==> config.mk <==
export PLATFORM = sky130hd
export DESIGN_NAME = trng_controller_flat
export DESIGN_NICKNAME = d
export VERILOG_FILES = /design/src/rtl/trng_pkg.sv /design/src/rtl/trng_if.sv /design/src/rtl/trng_rep_test.sv /design/src/rtl/trng_controller.sv /design/src/flat_wrapper.sv
export SDC_FILE = /design/constraint.sdc
export NUM_CORES = 1
export LEC_CHECK = 0
export BUFFER_PORTS_ARGS = -buffer_cell sky130_fd_sc_hd__buf_4
export CAP_MARGIN = 20
export CORE_UTILIZATION = 35
export CTS_CLUSTER_DIAMETER = 40
export CTS_CLUSTER_SIZE = 20
export DETAILED_ROUTE_END_ITERATION = 6
export GPL_ROUTABILITY_DRIVEN = 0
export PLACE_DENSITY = 0.62
export SLEW_MARGIN = 40
export SYNTH_ARGS = -nofsm -noshare
export SYNTH_HDL_FRONTEND = slang
export SYNTH_SLANG_ARGS = --single-unit
==> constraint.sdc <==
create_clock -name clk -period 3.1 [get_ports clk]
set_input_delay 0.62 -clock clk [delete_from_list [all_inputs] [get_ports clk]]
set_output_delay 0.62 -clock clk [all_outputs]
set_load 0.03 [all_outputs]
==> src/rtl/trng_pkg.sv <==
// trng_pkg: shared types and constants for the gated-ring-oscillator TRNG controller.
//   state_t    controller state encoding
//   VN_PAIR_*  raw sample pairs {first, second} that produce a packed bit when
//              the VON_NEUMANN_EN build option is defined
package trng_pkg;

  typedef enum logic [2:0] {IDLE, WARMUP, COLLECT, OUTPUT, ERROR} state_t;

  // Von Neumann debiasing: 01 packs 0, 10 packs 1; 00 and 11 are dropped.
  localparam logic [1:0] VN_PAIR_0 = 2'b01;
  localparam logic [1:0] VN_PAIR_1 = 2'b10;

endpackage

==> src/rtl/trng_if.sv <==
// trng_if: random word valid/ready channel.
//   rnd_data   random word, first-sampled bit in the MSB
//   rnd_valid  rnd_data holds a complete word
//   rnd_ready  consumer accepts the word when rnd_valid & rnd_ready
// modport master = word producer (controller), slave = consumer.
interface trng_if #(parameter int WIDTH = 32) ();
  logic [WIDTH-1:0] rnd_data;
  logic             rnd_valid;
  logic             rnd_ready;

  modport master (output rnd_data, output rnd_valid, input rnd_ready);
  modport slave  (input rnd_data, input rnd_valid, output rnd_ready);
endinterface

==> src/rtl/trng_rep_test.sv <==
// trng_rep_test: repetition-count health test on raw oscillator samples.
//   clk, reset    clock, synchronous active-high reset
//   clear         restarts the run counter (held while the controller is idle)
//   sample        raw sample value
//   sample_valid  sample is taken this cycle
//   fail          combinational pulse: this sample makes the run reach REP_LIMIT
module trng_rep_test #(
  parameter int REP_LIMIT = 32
) (
  input  logic clk,
  input  logic reset,
  input  logic clear,
  input  logic sample,
  input  logic sample_valid,
  output logic fail
);

  localparam int CW = $clog2(REP_LIMIT + 1);

  logic [CW-1:0] cnt, cnt_nx;
  logic          last;

  // Run length restarts at 1 on a changed sample (or the first one after clear);
  // saturates at the limit so it can never wrap.
  always_comb begin
    cnt_nx = CW'(1);
    if (cnt != '0 && sample == last)
      cnt_nx = (cnt == CW'(REP_LIMIT)) ? cnt : cnt + CW'(1);
  end

  assign fail = sample_valid && (cnt_nx == CW'(REP_LIMIT));

  always_ff @(posedge clk) begin
    if (reset || clear) begin
      cnt  <= '0;
      last <= 1'b0;
    end else if (sample_valid) begin
      cnt  <= cnt_nx;
      last <= sample;
    end
  end

endmodule

==> src/rtl/trng_controller.sv <==
// trng_controller: sequences one gated-ring-oscillator entropy source.
// Powers the oscillator, waits WARMUP_CYCLES, takes a raw sample every
// SAMPLE_DIV cycles, runs a repetition-count health test and packs WIDTH
// bits (first bit ends in the MSB) into a word offered on a valid/ready channel.
// Ports:
//   clk, reset    clock, synchronous active-high reset
//   enable        level: 1 = produce words, 0 = return to idle
//   garo_bit      oscillator output, already synchronous to clk
//   garo_reset    oscillator run control, active-low (0 = stopped)
//   rnd           trng_if master: rnd_data / rnd_valid / rnd_ready
//   health_fail   sticky repetition-count failure
//   err_clr       clears health_fail (only acts after a failure)
//   busy          controller not idle
// Build option: VON_NEUMANN_EN packs debiased bits from raw sample pairs
// instead of every raw sample.
module trng_controller
  import trng_pkg::*;
#(
  parameter int WIDTH         = 32,
  parameter int WARMUP_CYCLES = 64,
  parameter int SAMPLE_DIV    = 4,
  parameter int REP_LIMIT     = 32
) (
  input  logic          clk,
  input  logic          reset,
  input  logic          enable,
  input  logic          garo_bit,
  output logic          garo_reset,
  trng_if.master        rnd,
  output logic          health_fail,
  input  logic          err_clr,
  output logic          busy
);

  localparam int BW = $clog2(WIDTH + 1);
  localparam int WW = $clog2(WARMUP_CYCLES + 1);
  localparam int DW = $clog2(SAMPLE_DIV + 1);

  state_t           state, state_nx;
  logic [WW-1:0]    wcnt;
  logic [DW-1:0]    dcnt;
  logic [BW-1:0]    bcnt;
  logic [WIDTH-1:0] data;

  logic div_last, warm_done, raw_vld, raw_ok, rep_fail;
  logic pk_vld, pk_bit, word_done;

  assign div_last  = dcnt == DW'(SAMPLE_DIV - 1);
  assign warm_done = wcnt == WW'(WARMUP_CYCLES - 1);
  assign raw_vld   = (state == COLLECT) && div_last;
  // A sample that trips the health test is never packed.
  assign raw_ok    = raw_vld && !rep_fail;
  assign word_done = pk_vld && (bcnt == BW'(WIDTH - 1));

  // Run counter is held clear while idle, so every warm-up starts a fresh run.
  trng_rep_test #(.REP_LIMIT(REP_LIMIT)) u_rep (
    .clk          (clk),
    .reset        (reset),
    .clear        (state == IDLE),
    .sample       (garo_bit),
    .sample_valid (raw_vld),
    .fail         (rep_fail)
  );

`ifdef VON_NEUMANN_EN
  logic word_clr, pair_full, pair_a;

  // Pair register follows the bit counter: cleared in idle and on handshake.
  assign word_clr = (state == IDLE) || (state == OUTPUT && rnd.rnd_ready);

  always_ff @(posedge clk) begin
    if (reset || word_clr) begin
      pair_full <= 1'b0;
      pair_a    <= 1'b0;
    end else if (raw_ok) begin
      pair_full <= !pair_full;
      pair_a    <= garo_bit;
    end
  end

  assign pk_vld = raw_ok && pair_full && ({pair_a, garo_bit} inside {VN_PAIR_0, VN_PAIR_1});
  assign pk_bit = pair_a;
`else
  assign pk_vld = raw_ok;
  assign pk_bit = garo_bit;
`endif

  always_ff @(posedge clk) begin
    if (reset) state <= IDLE;
    else       state <= state_nx;
  end

  // Health failure outranks both enable drop and word completion.
  always_comb begin
    state_nx = state;
    case (state)
      IDLE:    if (enable) state_nx = WARMUP;
      WARMUP:  if (!enable) state_nx = IDLE;
               else if (warm_done) state_nx = COLLECT;
      COLLECT: if (rep_fail) state_nx = ERROR;
               else if (!enable) state_nx = IDLE;
               else if (word_done) state_nx = OUTPUT;
      OUTPUT:  if (rnd.rnd_ready) state_nx = enable ? COLLECT : IDLE;
      ERROR:   if (err_clr) state_nx = IDLE;
      default: state_nx = IDLE;
    endcase
  end

  always_ff @(posedge clk) begin
    if (reset) begin
      wcnt <= '0;
      dcnt <= '0;
      bcnt <= '0;
      data <= '0;
    end else begin
      case (state)
        // Idle discards any partial word and zeroes every counter.
        IDLE: begin
          wcnt <= '0;
          dcnt <= '0;
          bcnt <= '0;
          data <= '0;
        end
        WARMUP: wcnt <= wcnt + WW'(1);
        COLLECT: begin
          dcnt <= div_last ? '0 : dcnt + DW'(1);
          if (pk_vld) begin
            data <= {data[WIDTH-2:0], pk_bit};
            bcnt <= bcnt + BW'(1);
          end
        end
        // Sampling paused while the word waits; restart the grid on handshake.
        OUTPUT: if (rnd.rnd_ready) begin
          bcnt <= '0;
          dcnt <= '0;
        end
        default: ;
      endcase
    end
  end

  // Outputs are flops decoded from the next state, so they track state exactly.
  always_ff @(posedge clk) begin
    if (reset) begin
      garo_reset    <= 1'b0;
      rnd.rnd_valid <= 1'b0;
      health_fail   <= 1'b0;
      busy          <= 1'b0;
    end else begin
      garo_reset    <= state_nx inside {WARMUP, COLLECT, OUTPUT};
      rnd.rnd_valid <= state_nx == OUTPUT;
      health_fail   <= state_nx == ERROR;
      busy          <= state_nx != IDLE;
    end
  end

  assign rnd.rnd_data = data;

endmodule

==> src/flat_wrapper.sv <==
// flat-port wrapper written by rule: the top's interface ports become plain ports
module trng_controller_flat import trng_pkg::*;
#(
  parameter int WIDTH         = 32,
  parameter int WARMUP_CYCLES = 64,
  parameter int SAMPLE_DIV    = 4,
  parameter int REP_LIMIT     = 32
)
  (clk, reset, enable, garo_bit, garo_reset, health_fail, err_clr, busy, rnd_rnd_data, rnd_rnd_valid, rnd_rnd_ready);
  trng_if #(.WIDTH(WIDTH)) rnd_i ();
  input  logic clk;
  input  logic reset;
  input  logic enable;
  input  logic garo_bit;
  output logic garo_reset;
  output logic health_fail;
  input  logic err_clr;
  output logic busy;
  output wire logic [$bits(rnd_i.rnd_data)-1:0] rnd_rnd_data;
  output wire logic [$bits(rnd_i.rnd_valid)-1:0] rnd_rnd_valid;
  input wire logic [$bits(rnd_i.rnd_ready)-1:0] rnd_rnd_ready;
  assign rnd_rnd_data = rnd_i.rnd_data;
  assign rnd_rnd_valid = rnd_i.rnd_valid;
  assign rnd_i.rnd_ready = rnd_rnd_ready;
  trng_controller #(.WIDTH(WIDTH), .WARMUP_CYCLES(WARMUP_CYCLES), .SAMPLE_DIV(SAMPLE_DIV), .REP_LIMIT(REP_LIMIT)) u_core (.clk(clk), .reset(reset), .enable(enable), .garo_bit(garo_bit), .garo_reset(garo_reset), .rnd(rnd_i), .health_fail(health_fail), .err_clr(err_clr), .busy(busy));
endmodule
After elaboration in Yosys (flattened, before gate mapping)
Cells that the tools add are included.
{"block": "word_totals", "elab_cells": 69, "latch_bits": 0, "regBits": 62, "ram_bits": 0, "n_memories": 0, "output_inout_bits": 36, "rom_bits": 0}
{"block": "classes", "eq_ne": 16, "n_mul": 0, "magnitude_cmp": 0, "muxes": 21, "addsub": 4, "div": 0, "bitwise": 0, "reduce_logical": 17, "n_shift": 0}
{"cell": "$pmux W32 S2", "n": 1}
{"cell": "$mux W32", "n": 1}
{"cell": "$mux W3", "n": 10}
{"cell": "$mux W6", "n": 4}
{"cell": "$pmux W6 S3", "n": 1}
{"cell": "$eq A3 B2 Y1 const B", "n": 5}
{"cell": "$pmux W3 S5", "n": 1}
{"cell": "$pmux W7 S2", "n": 1}
{"cell": "$add A6 B1 Y6 const B", "n": 2}
{"cell": "$eq A6 B6 Y1 const B", "n": 2}
{"cell": "$pmux W3 S3", "n": 1}
{"cell": "$reduce_bool A3 Y1", "n": 3}
{"cell": "$add A7 B1 Y7 const B", "n": 1}
{"cell": "$eq A7 B6 Y1 const B", "n": 1}
{"cell": "$eq A3 B1 Y1 const B", "n": 2}
{"cell": "$eq A3 B3 Y1 const B", "n": 2}
{"cell": "$eq A6 B5 Y1 const B", "n": 1}
{"cell": "$reduce_bool A6 Y1", "n": 1}
{"cell": "$logic_and A1 B1 Y1", "n": 5}
{"cell": "$reduce_and A2 Y1", "n": 2}
{"cell": "$reduce_bool A2 Y1", "n": 2}
{"cell": "$add A3 B1 Y3 const B", "n": 1}
{"cell": "$logic_not A3 Y1", "n": 1}
{"cell": "$reduce_and A3 Y1", "n": 1}
{"cell": "other kinds (6)", "n": 6}

Logic depth before layout (Yosys ltp)
{"block": "logic_depth", "word_depth": 14, "mapped_depth": 8, "depth_no_buf": 7}

By module
From an unflattened synthesis, not the netlist that was laid out.
{"block": "unflattened", "hier_cells": 334, "area_unflattened_um2": 3022.9}
{"module": "trng_controller", "seq_area_each_um2": 1101.1, "cells_per_inst": 275, "area_per_inst_um2": 2542.4, "n_inst": 1}
{"module": "trng_rep_test", "seq_area_each_um2": 140.1, "cells_per_inst": 59, "area_per_inst_um2": 480.5, "n_inst": 1}

Worst setup path before layout
Ideal clock, no wire load.
{"block": "synth_timing", "path_kind": "register -> register", "start": "reg u_core.u_rep.cnt[0]", "end": "reg u_core.bcnt[5]", "t_arrival_ns": 2.113, "slack_ns": 0.915, "path_buffers": 1, "path_stages_with_launch": 9, "required_ns": 3.028, "setup_ns": 0.072, "synth_period_minus_slack_ns": 2.185, "path_cell_list": "dfxtp_1 -> inv_1 -> ha_1 -> and2b_2 -> a32oi_1 -> a221oi_2 -> buf_4 -> or4_1 -> a21oi_1"}
{"block": "synth_via", "elab_chain_cells": 9, "elab_cells_between_ends": 12, "cone_classes": "1 x add/sub; 3 x eq/ne; 2 x mux; 6 x reduce/logical"}
{"element": "start: declaration", "line": "trng_rep_test.sv:20", "source": "logic [CW-1:0] cnt, cnt_nx;"}
{"element": "start signal: assignment", "line": "trng_rep_test.sv:38", "source": "cnt <= cnt_nx;"}
{"element": "$add A6 B1 Y6, or another cell as far along", "line": "trng_rep_test.sv:28", "source": "cnt_nx = (cnt == CW'(REP_LIMIT)) ? cnt : cnt + CW'(1);"}
{"element": "$mux W6 or $logic_and A1 B1 Y1 (tied branches)", "line": "trng_rep_test.sv:28, trng_rep_test.sv:27"}
{"element": "$mux W6 (*)", "line": "trng_rep_test.sv:27", "source": "if (cnt != '0 && sample == last)"}
{"element": "$eq A6 B6 Y1 (*)", "line": "trng_rep_test.sv:31", "source": "assign fail = sample_valid && (cnt_nx == CW'(REP_LIMIT));"}
{"element": "$logic_and A1 B1 Y1 (*)", "line": "trng_rep_test.sv:31"}
{"element": "$logic_not A1 Y1 (*)", "line": "trng_controller.sv:52", "source": "assign raw_ok = raw_vld && !rep_fail;"}
{"element": "$logic_and A1 B1 Y1 (*)", "line": "trng_controller.sv:52"}
{"element": "$ne A2 B1 Y1 (no line) (*)"}
{"element": "$reduce_and A3 Y1 (no line) (*)"}
{"element": "end signal: assignment", "line": "trng_controller.sv:129", "source": "bcnt <= bcnt + BW'(1);"}
{"element": "end: declaration", "line": "trng_controller.sv:42", "source": "logic [BW-1:0] bcnt;"}
Every way passes the cells marked *; elsewhere a longest branch is shown, timed or not.
A chain may end at the register's enable or synchronous reset.

Worst setup path after layout
{"block": "layout_timing", "start": "reg u_core.u_rep.cnt[0]", "end": "reg u_core.data[18], in the netlist u_core.rnd.rnd_data[18]"}
{"block": "layout_via", "elab_chain_cells": 9, "elab_cells_between_ends": 12, "cone_classes": "1 x add/sub; 3 x eq/ne; 2 x mux; 6 x reduce/logical"}
{"element": "$add A6 B1 Y6, or another cell as far along", "line": "trng_rep_test.sv:28"}
{"element": "$mux W6 or $logic_and A1 B1 Y1 (tied branches)", "line": "trng_rep_test.sv:28, trng_rep_test.sv:27"}
{"element": "$mux W6 (*)", "line": "trng_rep_test.sv:27"}
{"element": "$eq A6 B6 Y1 (*)", "line": "trng_rep_test.sv:31"}
{"element": "$logic_and A1 B1 Y1 (*)", "line": "trng_rep_test.sv:31"}
{"element": "$logic_not A1 Y1 (*)", "line": "trng_controller.sv:52"}
{"element": "$logic_and A1 B1 Y1 (*)", "line": "trng_controller.sv:52"}
{"element": "$ne A2 B1 Y1 (no line) (*)"}
{"element": "$reduce_and A2 Y1 (no line) (*)"}
{"element": "end signal: assignment", "line": "trng_controller.sv:128", "source": "data <= {data[WIDTH-2:0], pk_bit};"}
{"element": "end: declaration", "line": "trng_controller.sv:43", "source": "logic [WIDTH-1:0] data;"}
Marks and branches as above.

==> flow_summary.ini <==
[run_status]
status = finished, final reports clean

[route]
via_count = 2641
routedWlPerCell_microns = 12.9
drc_errors = 0
drtIter0Drc = 144
drt_pre_antenna_iters = 4
ant_nets = 0
wirelength_microns = 6780
vias_per_cell = 5.02

[worst_setup_path]
r2r_end = u_core.rnd.rnd_data[18]$_SDFFE_PP0P_
reg2reg_depth = 8
path_buf_inv = 2
cp_data_required_time_ps = 3360
end_kind = flip-flop
r2r_start = u_core.u_rep.cnt[0]$_SDFFE_PP0P_
crit_family = buffers and inverters
worst_setup_path_start_kind = flip-flop
critical_path_arrival_ps = 2740
path_max_fanout = 21
r2r_slack_ps = 620
max_stage_delay_ps = 420
critPathKind = flip-flop to flip-flop
slowest_stage = dfxtp_1
crit_chain = inv_1 -> ha_1 -> and2b_2 -> a32oi_1 -> a221oi_2 -> nor2_4 -> buf_4 -> mux2i_1

[global_routing]
grt_overflow = 0
antenna_found_initial = 0
grt_usage_pct = 15.3
grt_pass1_vias = 2423
grt_start_max_net_pins = 36
grt_pass1_wl_microns = 11000

[synthesis]
ys.warnings.count = 0
synth_area_leader_cell = dfxtp_1
ys_ff_latch = 62
postSynthAreaPerCell_sq_um = 8.35
synth_ff_type = dfxtp_1
synthArstFlopShare_pct = 0
synth-seq-area-share_pct = 39.7
ys_top_cells_by_area = dfxtp_1, mux2i_1, nand2_1
synth.distinct_cells = 57
synth_edf_count = 0
yosys.area.top_type_share_pct = 39.7
synth.net_count = 385
syn_inst = 374
syn_area_sq_um = 3120

[power_and_ir_drop]
power_density_nw_per_um2 = 438
total_leakage_power_nw = 1.38
irDropWorstVdd_mv = 0.188

[placement]
dpl.cell_count = 510
place_ws_ps = 642
io_buffers = 41
place_area_sq_um = 3530
place_hpwl_microns = 4670

[cts]
clkSinkCount = 62
cts-resized-gates = 0
clk_pin_slew_ps = 70
post-cts-setup-buffers = 0
numCtsBuffers = 9
hold_buffers = 0
tritoncts = built
insertion_delay_ps = 340
htreeDepth = 3
root_buffer = clkbuf_8
clock_path_buffers = 2

[floorplanning]
dieArea_sq_um = 9310
coreArea_sq_um = 8680
ios = 42
die_h_microns = 96.5
initial_core_util_pct = 36.0
row_count = 34
die_x_microns = 96.5

[cells_and_area]
drive_above_1_share_pct = 18.9
layout_common_cells = nand2_1, dfxtp_1, buf_4
syn2layout_area_growth_pct = 19.9
design_area_sq_um = 3740
diodes = 0
layout_commonest_cell = nand2_1
utilization_pct = 43.2
finalNetCount = 424
instances_no_fill = 526

[sta]
setup_viol = 0
fin_crit_sh_pct = 80.0
worst_pin_slew_ps = 639
setup_slack_ps = 621
min_period_ps = 2480
rsz0062_at_grt = false
clock.fmax_mhz = 403
drv_slew = 0
finalSetupTns_ps = 0
finalClockSkew_ps = 9.80
max_slew_margin_pct = 57.4
hold_viol_final = 0

[min_path]
hold_depth = 2
worstHoldStart = u_core.dcnt[2]$_SDFFE_PP0P_
min_path_type = flip-flop to flip-flop
hold-path-endpoint = u_core.dcnt[2]$_SDFFE_PP0P_

[run]
maxCapViolCount = 0
area by class of cell:
cell class | count | area, sq um
fill | 886 | 4930
multi-input combinational | 283 | 1750
sequential | 62 | 1240
timing repair buffer | 50 | 375
clock buffer | 12 | 145
tap | 108 | 135
clock inverter | 4 | 70.1
inverter | 7 | 26.3
worst max-delay path by stage:
stage,from,endpoint,slack (ps),cells past startpoint
final,u_core.u_rep.cnt[0]$_SDFFE_PP0P_,u_core.rnd.rnd_data[18]$_SDFFE_PP0P_,620,8
after global routing,u_core.u_rep.cnt[0]$_SDFFE_PP0P_,u_core.rnd.rnd_data[4]$_SDFFE_PP0P_,500,8
after CTS,u_core.u_rep.cnt[0]$_SDFFE_PP0P_,u_core.rnd.rnd_data[18]$_SDFFE_PP0P_,620,8
after detailed placement,garo_bit,u_core.state[1]$_SDFF_PP0_,640,6
after global placement,garo_bit,u_core.state[1]$_SDFF_PP0_,700,6
after floorplan,u_core.u_rep.cnt[0]$_SDFFE_PP0P_,u_core.bcnt[5]$_SDFFE_PP0P_,920,8
where the power goes:
part / total, W / internal, W / switching, W
clock network: 0.000784 / 0.000473 / 0.000311
registers: 0.000804 / 0.000800 / 0.00000385
logic: 0.0000527 / 0.0000175 / 0.0000352
total: 0.00164 / 0.00129 / 0.000350
stage by stage:
stage | hold slack (ps) | total power (W)
floorplan | 405 | 0.000854
global placement | 416 | 0.000874
detailed placement | 426 | 0.000875
CTS | 438 | 0.00167
global route | 462 | 0.00170
finish | 435 | 0.00164
routing by layer:
layer,share of wire [%],vias up,GRT usage [%],routed length (microns)
met5,0,-,0,0
met4,0.65,0,4.41,44
met3,4.0,4,5.56,270
met2,46,45,23.8,3130
met1,49,1223,19.7,3340
li1,-,1369,-,-
synthesized netlist by cell type, types with 2 or more instances:
cell / n
nor3_1: 4
or4_1: 4
nand3_1: 11
dfxtp_1: 62
mux2i_1: 34
ha_1: 5
a22oi_1: 3
a32oi_1: 2
buf_6: 3
a211oi_1: 3
inv_1: 7
nor2_1: 23
clkbuf_1: 16
nand2b_1: 2
and2_1: 2
nand2_1: 80
and2b_2: 2
or3_1: 4
o21ai_0: 11
nor2b_1: 32
o31ai_1: 4
and3_1: 2
nor3b_1: 3
a21oi_1: 22
registers in the layout, summed over array words and instances (netlist names), 3 cells and up:
name and flops:
u_core.state 3, u_core.u_rep.cnt 6, u_core.dcnt 3, u_core.wcnt 7
u_core.rnd.rnd_data 32, u_core.bcnt 6
worst reg2reg max path: stages, from the launching register on:
cell and delay (ps):
dfxtp_1 420, inv_1 110, ha_1 300, and2b_2 230, a32oi_1 320, a221oi_2 150
nor2_4 240, buf_4 380, mux2i_1 240
logic make-up after synthesis:
family | after synthesis | share of synthesized area, %
AND/OR/NAND/NOR | 186 | 30.5
flip-flops | 62 | 39.7
AO/OA/AOI/OAI | 56 | 11.9
multiplexers | 35 | 11.3
buffers and inverters | 29 | 4.37
adder cells (fa/ha/maj) | 5 | 2.00
XOR/XNOR | 1 | 0.280
No activity file was read; power rests on OpenSTA's default activity.
